[config.mk]
export PLATFORM = sky130hd
export DESIGN_NAME = alarm_ctrl_flat
export DESIGN_NICKNAME = d
export VERILOG_FILES = /design/src/rtl/alarm_ctrl_if.sv /design/src/rtl/alarm_ctrl.sv /design/src/flat_wrapper.sv
export SDC_FILE = /design/constraint.sdc
export NUM_CORES = 1
export LEC_CHECK = 0
export ABC_CLOCK_PERIOD_IN_PS = 3100
export CAP_MARGIN = 10
export CORE_MARGIN = 2
export CORE_UTILIZATION = 28
export DETAILED_ROUTE_END_ITERATION = 12
export DONT_BUFFER_PORTS = 1
export GPL_ROUTABILITY_DRIVEN = 1
export PLACE_DENSITY = 0.39
export SLEW_MARGIN = 25
export SYNTH_ARGS = -nofsm -noshare
export SYNTH_HDL_FRONTEND = slang
export SYNTH_SLANG_ARGS = --single-unit
[constraint.sdc]
create_clock -name secclk -period 3.1 [get_ports secclk]
set_clock_uncertainty 0.05 [all_clocks]
set_input_delay 0.465 -clock secclk [delete_from_list [all_inputs] [get_ports secclk]]
set_output_delay 0.465 -clock secclk [all_outputs]
set_load 0.05 [all_outputs]
[src/rtl/alarm_ctrl_if.sv]
// alarm_ctrl_if: time inputs, user controls and alarm status between the time counter/UI and alarm_ctrl; week_mask exists only with ALARM_WORKDAY_EN
interface alarm_ctrl_if;
  logic [10:0] hour;
  logic [10:0] minute;
  logic [10:0] second;
  logic [10:0] week;
  logic        arm;
  logic        set_en;
  logic [4:0]  set_hour;
  logic [5:0]  set_minute;
  logic        snooze;
  logic        stop;
  logic        ring;
  logic [4:0]  alarm_hour;
  logic [5:0]  alarm_minute;
  logic        armed;
  logic [1:0]  snooze_cnt;
`ifdef ALARM_WORKDAY_EN
  logic [6:0]  week_mask;
`endif
  modport master (
`ifdef ALARM_WORKDAY_EN
    output week_mask,
`endif
    output hour, minute, second, week, arm, set_en, set_hour, set_minute, snooze, stop,
    input  ring, alarm_hour, alarm_minute, armed, snooze_cnt
  );
  modport slave (
`ifdef ALARM_WORKDAY_EN
    input  week_mask,
`endif
    input  hour, minute, second, week, arm, set_en, set_hour, set_minute, snooze, stop,
    output ring, alarm_hour, alarm_minute, armed, snooze_cnt
  );
endinterface

[src/rtl/alarm_ctrl.sv]
// alarm_ctrl: alarm clock FSM with ring timeout and snooze; ALARM_WORKDAY_EN adds a weekday mask on alarm firing
module alarm_ctrl #(
  parameter int RING_SECS  = 60,
  parameter int SNOOZE_MIN = 5,
  parameter int MAX_SNOOZE = 3
) (
  input logic         secclk,
  input logic         rst,
  alarm_ctrl_if.slave bus
);
  typedef enum logic [1:0] {IDLE, ARMED, RINGING, SNOOZE} state_t;
  localparam int CW = $clog2(RING_SECS + 1);
  state_t        state;
  logic [CW-1:0] ring_cnt;
  logic [4:0]    tgt_hour;
  logic [5:0]    tgt_minute;
  logic          snooze_lock;
  logic          stop_lock;
  logic          set_ok;
  logic          day_ok;
  logic          now_alarm;
  logic          now_tgt;
  logic          snooze_go;
  logic          stop_go;
  logic [6:0]    min_sum;
  logic [4:0]    snz_hour;
  logic [5:0]    snz_minute;
`ifdef ALARM_WORKDAY_EN
  assign day_ok = bus.week >= 11'd1 && bus.week <= 11'd7 && bus.week_mask[bus.week[2:0] - 3'd1];
`else
  logic unused_week;
  assign unused_week = ^bus.week;
  assign day_ok = 1'b1;
`endif
  // match detection, snooze target arithmetic and button gating (a button acts once, then needs a 0 sample)
  always_comb begin
    set_ok     = bus.set_en && bus.set_hour <= 5'd23 && bus.set_minute <= 6'd59;
    now_alarm  = bus.hour == {6'd0, bus.alarm_hour} && bus.minute == {5'd0, bus.alarm_minute} && bus.second == 11'd0 && day_ok;
    now_tgt    = bus.hour == {6'd0, tgt_hour} && bus.minute == {5'd0, tgt_minute} && bus.second == 11'd0;
    min_sum    = {1'b0, bus.minute[5:0]} + 7'(SNOOZE_MIN);
    snz_minute = min_sum >= 7'd60 ? 6'(min_sum - 7'd60) : min_sum[5:0];
    snz_hour   = min_sum < 7'd60 ? bus.hour[4:0] : bus.hour[4:0] == 5'd23 ? 5'd0 : bus.hour[4:0] + 5'd1;
    stop_go    = bus.arm && !set_ok && bus.stop && !stop_lock && (state == RINGING || state == SNOOZE);
    snooze_go  = bus.arm && !set_ok && !stop_go && bus.snooze && !snooze_lock && state == RINGING && bus.snooze_cnt < 2'(MAX_SNOOZE);
  end
  // alarm state machine with registered outputs; priority arm=0 > set > stop > snooze > match/timeout
  always_ff @(posedge secclk) begin
    if (rst) begin
      state            <= IDLE;
      bus.ring         <= 1'b0;
      bus.armed        <= 1'b0;
      bus.snooze_cnt   <= 2'd0;
      bus.alarm_hour   <= 5'd0;
      bus.alarm_minute <= 6'd0;
      ring_cnt         <= '0;
      tgt_hour         <= 5'd0;
      tgt_minute       <= 6'd0;
      snooze_lock      <= 1'b0;
      stop_lock        <= 1'b0;
    end else begin
      snooze_lock <= bus.snooze && (snooze_lock || snooze_go);
      stop_lock   <= bus.stop && (stop_lock || stop_go);
      if (set_ok) begin
        bus.alarm_hour   <= bus.set_hour;
        bus.alarm_minute <= bus.set_minute;
      end
      if (!bus.arm) begin
        state          <= IDLE;
        bus.ring       <= 1'b0;
        bus.armed      <= 1'b0;
        bus.snooze_cnt <= 2'd0;
      end else if (set_ok || stop_go) begin
        state          <= ARMED;
        bus.ring       <= 1'b0;
        bus.armed      <= 1'b1;
        bus.snooze_cnt <= 2'd0;
      end else if (snooze_go) begin
        state          <= SNOOZE;
        bus.ring       <= 1'b0;
        bus.snooze_cnt <= bus.snooze_cnt + 2'd1;
        tgt_hour       <= snz_hour;
        tgt_minute     <= snz_minute;
      end else begin
        case (state)
          IDLE: begin
            state     <= ARMED;
            bus.armed <= 1'b1;
          end
          ARMED: if (now_alarm) begin
            state    <= RINGING;
            bus.ring <= 1'b1;
            ring_cnt <= CW'(RING_SECS);
          end
          RINGING: if (ring_cnt <= CW'(1)) begin
            state          <= ARMED;
            bus.ring       <= 1'b0;
            bus.snooze_cnt <= 2'd0;
            ring_cnt       <= '0;
          end else ring_cnt <= ring_cnt - CW'(1);
          SNOOZE: if (now_tgt) begin
            state    <= RINGING;
            bus.ring <= 1'b1;
            ring_cnt <= CW'(RING_SECS);
          end
          default: state <= IDLE;
        endcase
      end
    end
  end
endmodule
[src/flat_wrapper.sv]
// flat-port wrapper written by rule: the top's interface ports become plain ports
module alarm_ctrl_flat 
#(
  parameter int RING_SECS  = 60,
  parameter int SNOOZE_MIN = 5,
  parameter int MAX_SNOOZE = 3
)
  (secclk, rst, bus_hour, bus_minute, bus_second, bus_week, bus_arm, bus_set_en, bus_set_hour, bus_set_minute, bus_snooze, bus_stop, bus_ring, bus_alarm_hour, bus_alarm_minute, bus_armed, bus_snooze_cnt);
  alarm_ctrl_if bus_i ();
  input logic secclk;
  input logic rst;
  input wire logic [$bits(bus_i.hour)-1:0] bus_hour;
  input wire logic [$bits(bus_i.minute)-1:0] bus_minute;
  input wire logic [$bits(bus_i.second)-1:0] bus_second;
  input wire logic [$bits(bus_i.week)-1:0] bus_week;
  input wire logic [$bits(bus_i.arm)-1:0] bus_arm;
  input wire logic [$bits(bus_i.set_en)-1:0] bus_set_en;
  input wire logic [$bits(bus_i.set_hour)-1:0] bus_set_hour;
  input wire logic [$bits(bus_i.set_minute)-1:0] bus_set_minute;
  input wire logic [$bits(bus_i.snooze)-1:0] bus_snooze;
  input wire logic [$bits(bus_i.stop)-1:0] bus_stop;
  output wire logic [$bits(bus_i.ring)-1:0] bus_ring;
  output wire logic [$bits(bus_i.alarm_hour)-1:0] bus_alarm_hour;
  output wire logic [$bits(bus_i.alarm_minute)-1:0] bus_alarm_minute;
  output wire logic [$bits(bus_i.armed)-1:0] bus_armed;
  output wire logic [$bits(bus_i.snooze_cnt)-1:0] bus_snooze_cnt;
  assign bus_i.hour = bus_hour;
  assign bus_i.minute = bus_minute;
  assign bus_i.second = bus_second;
  assign bus_i.week = bus_week;
  assign bus_i.arm = bus_arm;
  assign bus_i.set_en = bus_set_en;
  assign bus_i.set_hour = bus_set_hour;
  assign bus_i.set_minute = bus_set_minute;
  assign bus_i.snooze = bus_snooze;
  assign bus_i.stop = bus_stop;
  assign bus_ring = bus_i.ring;
  assign bus_alarm_hour = bus_i.alarm_hour;
  assign bus_alarm_minute = bus_i.alarm_minute;
  assign bus_armed = bus_i.armed;
  assign bus_snooze_cnt = bus_i.snooze_cnt;
  alarm_ctrl #(.RING_SECS(RING_SECS), .SNOOZE_MIN(SNOOZE_MIN), .MAX_SNOOZE(MAX_SNOOZE)) u_core (.secclk(secclk), .rst(rst), .bus(bus_i));
endmodule
==> metrics.txt <==
clock latency on the worst-skew pair=0.29 ns; Hold Path Class=in2reg; critical path class=reg2reg; P_sw=between 300 and 400 uW; status=completed; post-synthesis sequential area ratio=32.1%; initial drt markers=65; NumNets Final=337; Top FF cell, synth=dfxtp_1; post-synthesis cell count=approximately 270; TritonCTS Buffers=5; Port Buffers=0; CP Capture Type=register; worst slew pin tran=0.584 ns; FF+latch count, synth=36; clock network fraction of design power=a little under 40%; area leader, netlist=dfxtp_1; Slowest cell on crit path=dfxtp_1; sw frac=27.9%; Async S/R FF share, synth=0%; Hold Path Depth=1; Cell Chain, Critical Path=ha_1, or3b_2, a21oi_1, nor2_2, o21ai_4, mux2_4; via count=roughly 1900; final hold vios=0; Rel. slew slack=approximately three fifths; GRT Util Overall=14.0%; post-DP HPWL=~4200 um; CP bufs+invs=0; Synth top area share=32.1%; post-CTS sizing=0; Commonest cells post-synth=dfxtp_1 (36), nor2_1 (31), xnor2_1 (24); Worst Setup Start Kind=register; Worst R2R Path Depth=6; EDFF count, synth=0; fin crit period=between 2 and 2.5 ns; first-pass GRT wire length=9480 um; WL final=5740 um; Starting Density=28.9%; initial antenna violation count=0; CP arrival=2.45 ns; Hold-fix buffers, CTS=0; chip width=93.6 um; multi-input logic area=1400 um2; global route overflow=0; final setup fails=0; die footprint=8760 um2; max cap viols=0; Row Count=32; synth unique cells=a little over 50; GP Congestion=0.734; CTS Sinks=36; mapped cell area=2250 um2; I/O pin count=76; HP Start=rst; most frequent cell after synthesis=dfxtp_1; worst-path maximum fanout=6; Die Span Y=between 90 and 100 um; share of cells above drive strength 1=12.9%; worst r2r src=u_core.bus.snooze_cnt[0]; syn avg cell area=8.48 um2; Seq pwr share=between 40% and 50%; pin count of the biggest net entering global routing=28; FF/Latch Area=721 um2; # diodes=0; Syn-to-layout area delta=10.5%; Worst path depth=6; Clock Tree Buf Depth=2; Pleak=0.896 nW; Synth warnings=0; Core Area=7770 um2; Power Density=approximately 440 nW/um2; number of max-slew violations in the final report=0; Setup Total Neg Slack=0 ns; root buffer cell=clkbuf_8; Hold WS=0.185 ns; max incr delay on CP=0.51 ns; drt drc=0; Crit path max-delay family=simple AND/OR/NAND/NOR gates; Final ANT Viol Nets=0; Clock H-tree levels=2; RSZ-0062 raised after global routing=false; postcts setup bufs=0; First-pass DRT Iterations=4; Via density=around 5; number of global-route vias before repair=1822; Synth area leaders=dfxtp_1 (32%), xnor2_1 (9.3%), mux2i_1 (5.3%), nor2_1 (5.2%), ha_1 (3.3%); Worst EP required=3.24 ns; Clk pin slew, worst setup/hold paths=0.09 ns; Filler cells=865; final worst path period share=between 70% and 80%; CTS tree=yes; routed len/inst=15.4 um; combinational share of power=16.2%; Cell Int Power=784 uW; critical path startpoint=u_core.bus.snooze_cnt[0]; Synth Net Count=about 330; Worst VDD drop=0.000152 V; fmax=between 0.4 and 0.5 GHz
cell type report:
type,count,area share [%]
Multi-Input combinational cell,206,56.4
Sequential cell,36,29.0
Tap cell,102,5.14
Timing Repair Buffer,12,3.63
Clock buffer,5,2.77
Clock inverter,3,1.71
Inverter,9,1.36
worst reg2reg max path, cell delays in order (launching register included):
cell and delay [ns]:
dfxtp_1 0.51, ha_1 0.30, or3b_2 0.50, a21oi_1 0.28, nor2_2 0.11, o21ai_4 0.14, mux2_4 0.33
routing by layer:
layer | vias up | GRT usage (%) | part of all wire (%)
met4 | 0 | 3.26 | 1.0
met1 | 858 | 19.2 | 48
met5 | - | 0 | 0
met2 | 43 | 21.4 | 45
li1 | 956 | - | -
met3 | 6 | 4.43 | 6.5
through the flow:
stage	power, mW	instance area (um2)	cells	setup WS (ns)	util, %
6_report	1.09	2480	373	0.789	32.0
5_1_grt	1.15	2480	373	0.676	32.0
4_1_cts	1.11	2480	373	0.792	32.0
3_5_place_dp	0.675	2370	365	0.792	30.6
3_3_place_gp	0.676	2370	365	0.801	30.6
2_1_floorplan	0.656	2250	265	0.934	-
flip-flops by register name, indices dropped and copies added, names as in the netlist:
register	flops
u_core.bus.snooze_cnt	2
u_core.bus.alarm_hour	5
u_core.stop_lock	1
u_core.bus.alarm_minute	6
u_core.state	2
u_core.ring_cnt	6
u_core.snooze_lock	1
u_core.tgt_hour	5
u_core.bus.armed	1
u_core.tgt_minute	6
u_core.bus.ring	1
worst paths after layout:
kind | to | slack, ns
max | u_core.ring_cnt[1] | 0.79
min | u_core.tgt_hour[2] | 0.19
max reg2reg | u_core.ring_cnt[1] | 0.79
min reg2reg | u_core.tgt_hour[0] | 0.41
kinds of logic after synthesis:
kind of cell	count (synthesis)	synth area share, %
simple gates	102	22.4
compound gates	54	17.9
flops	36	32.1
xor+xnor	30	12.0
buf+inv	23	5.62
mux	14	6.68
fa+ha+maj	6	3.34
cells in the final DEF, fill, tap and decap left out, types with 8 or more instances in the layout:
cell,Yosys,final
a21oi_1,14,14
buf_4,2,12
dfxtp_1,36,36
inv_1,9,9
mux2i_1,12,12
nand2_1,20,20
nand4_1,8,8
nor2_1,31,31
nor3_1,15,15
xnor2_1,24,24
power by group through the flow:
stage,Clock [mW],Combinational [mW],Sequential [mW]
final,0.426,0.176,0.486
after global routing,0.464,0.195,0.488
after CTS,0.444,0.178,0.486
after detailed placement,0,0.178,0.497
after global placement,0,0.178,0.497
after floorplan,0,0.126,0.530
Power figures use the tool's default switching activity.
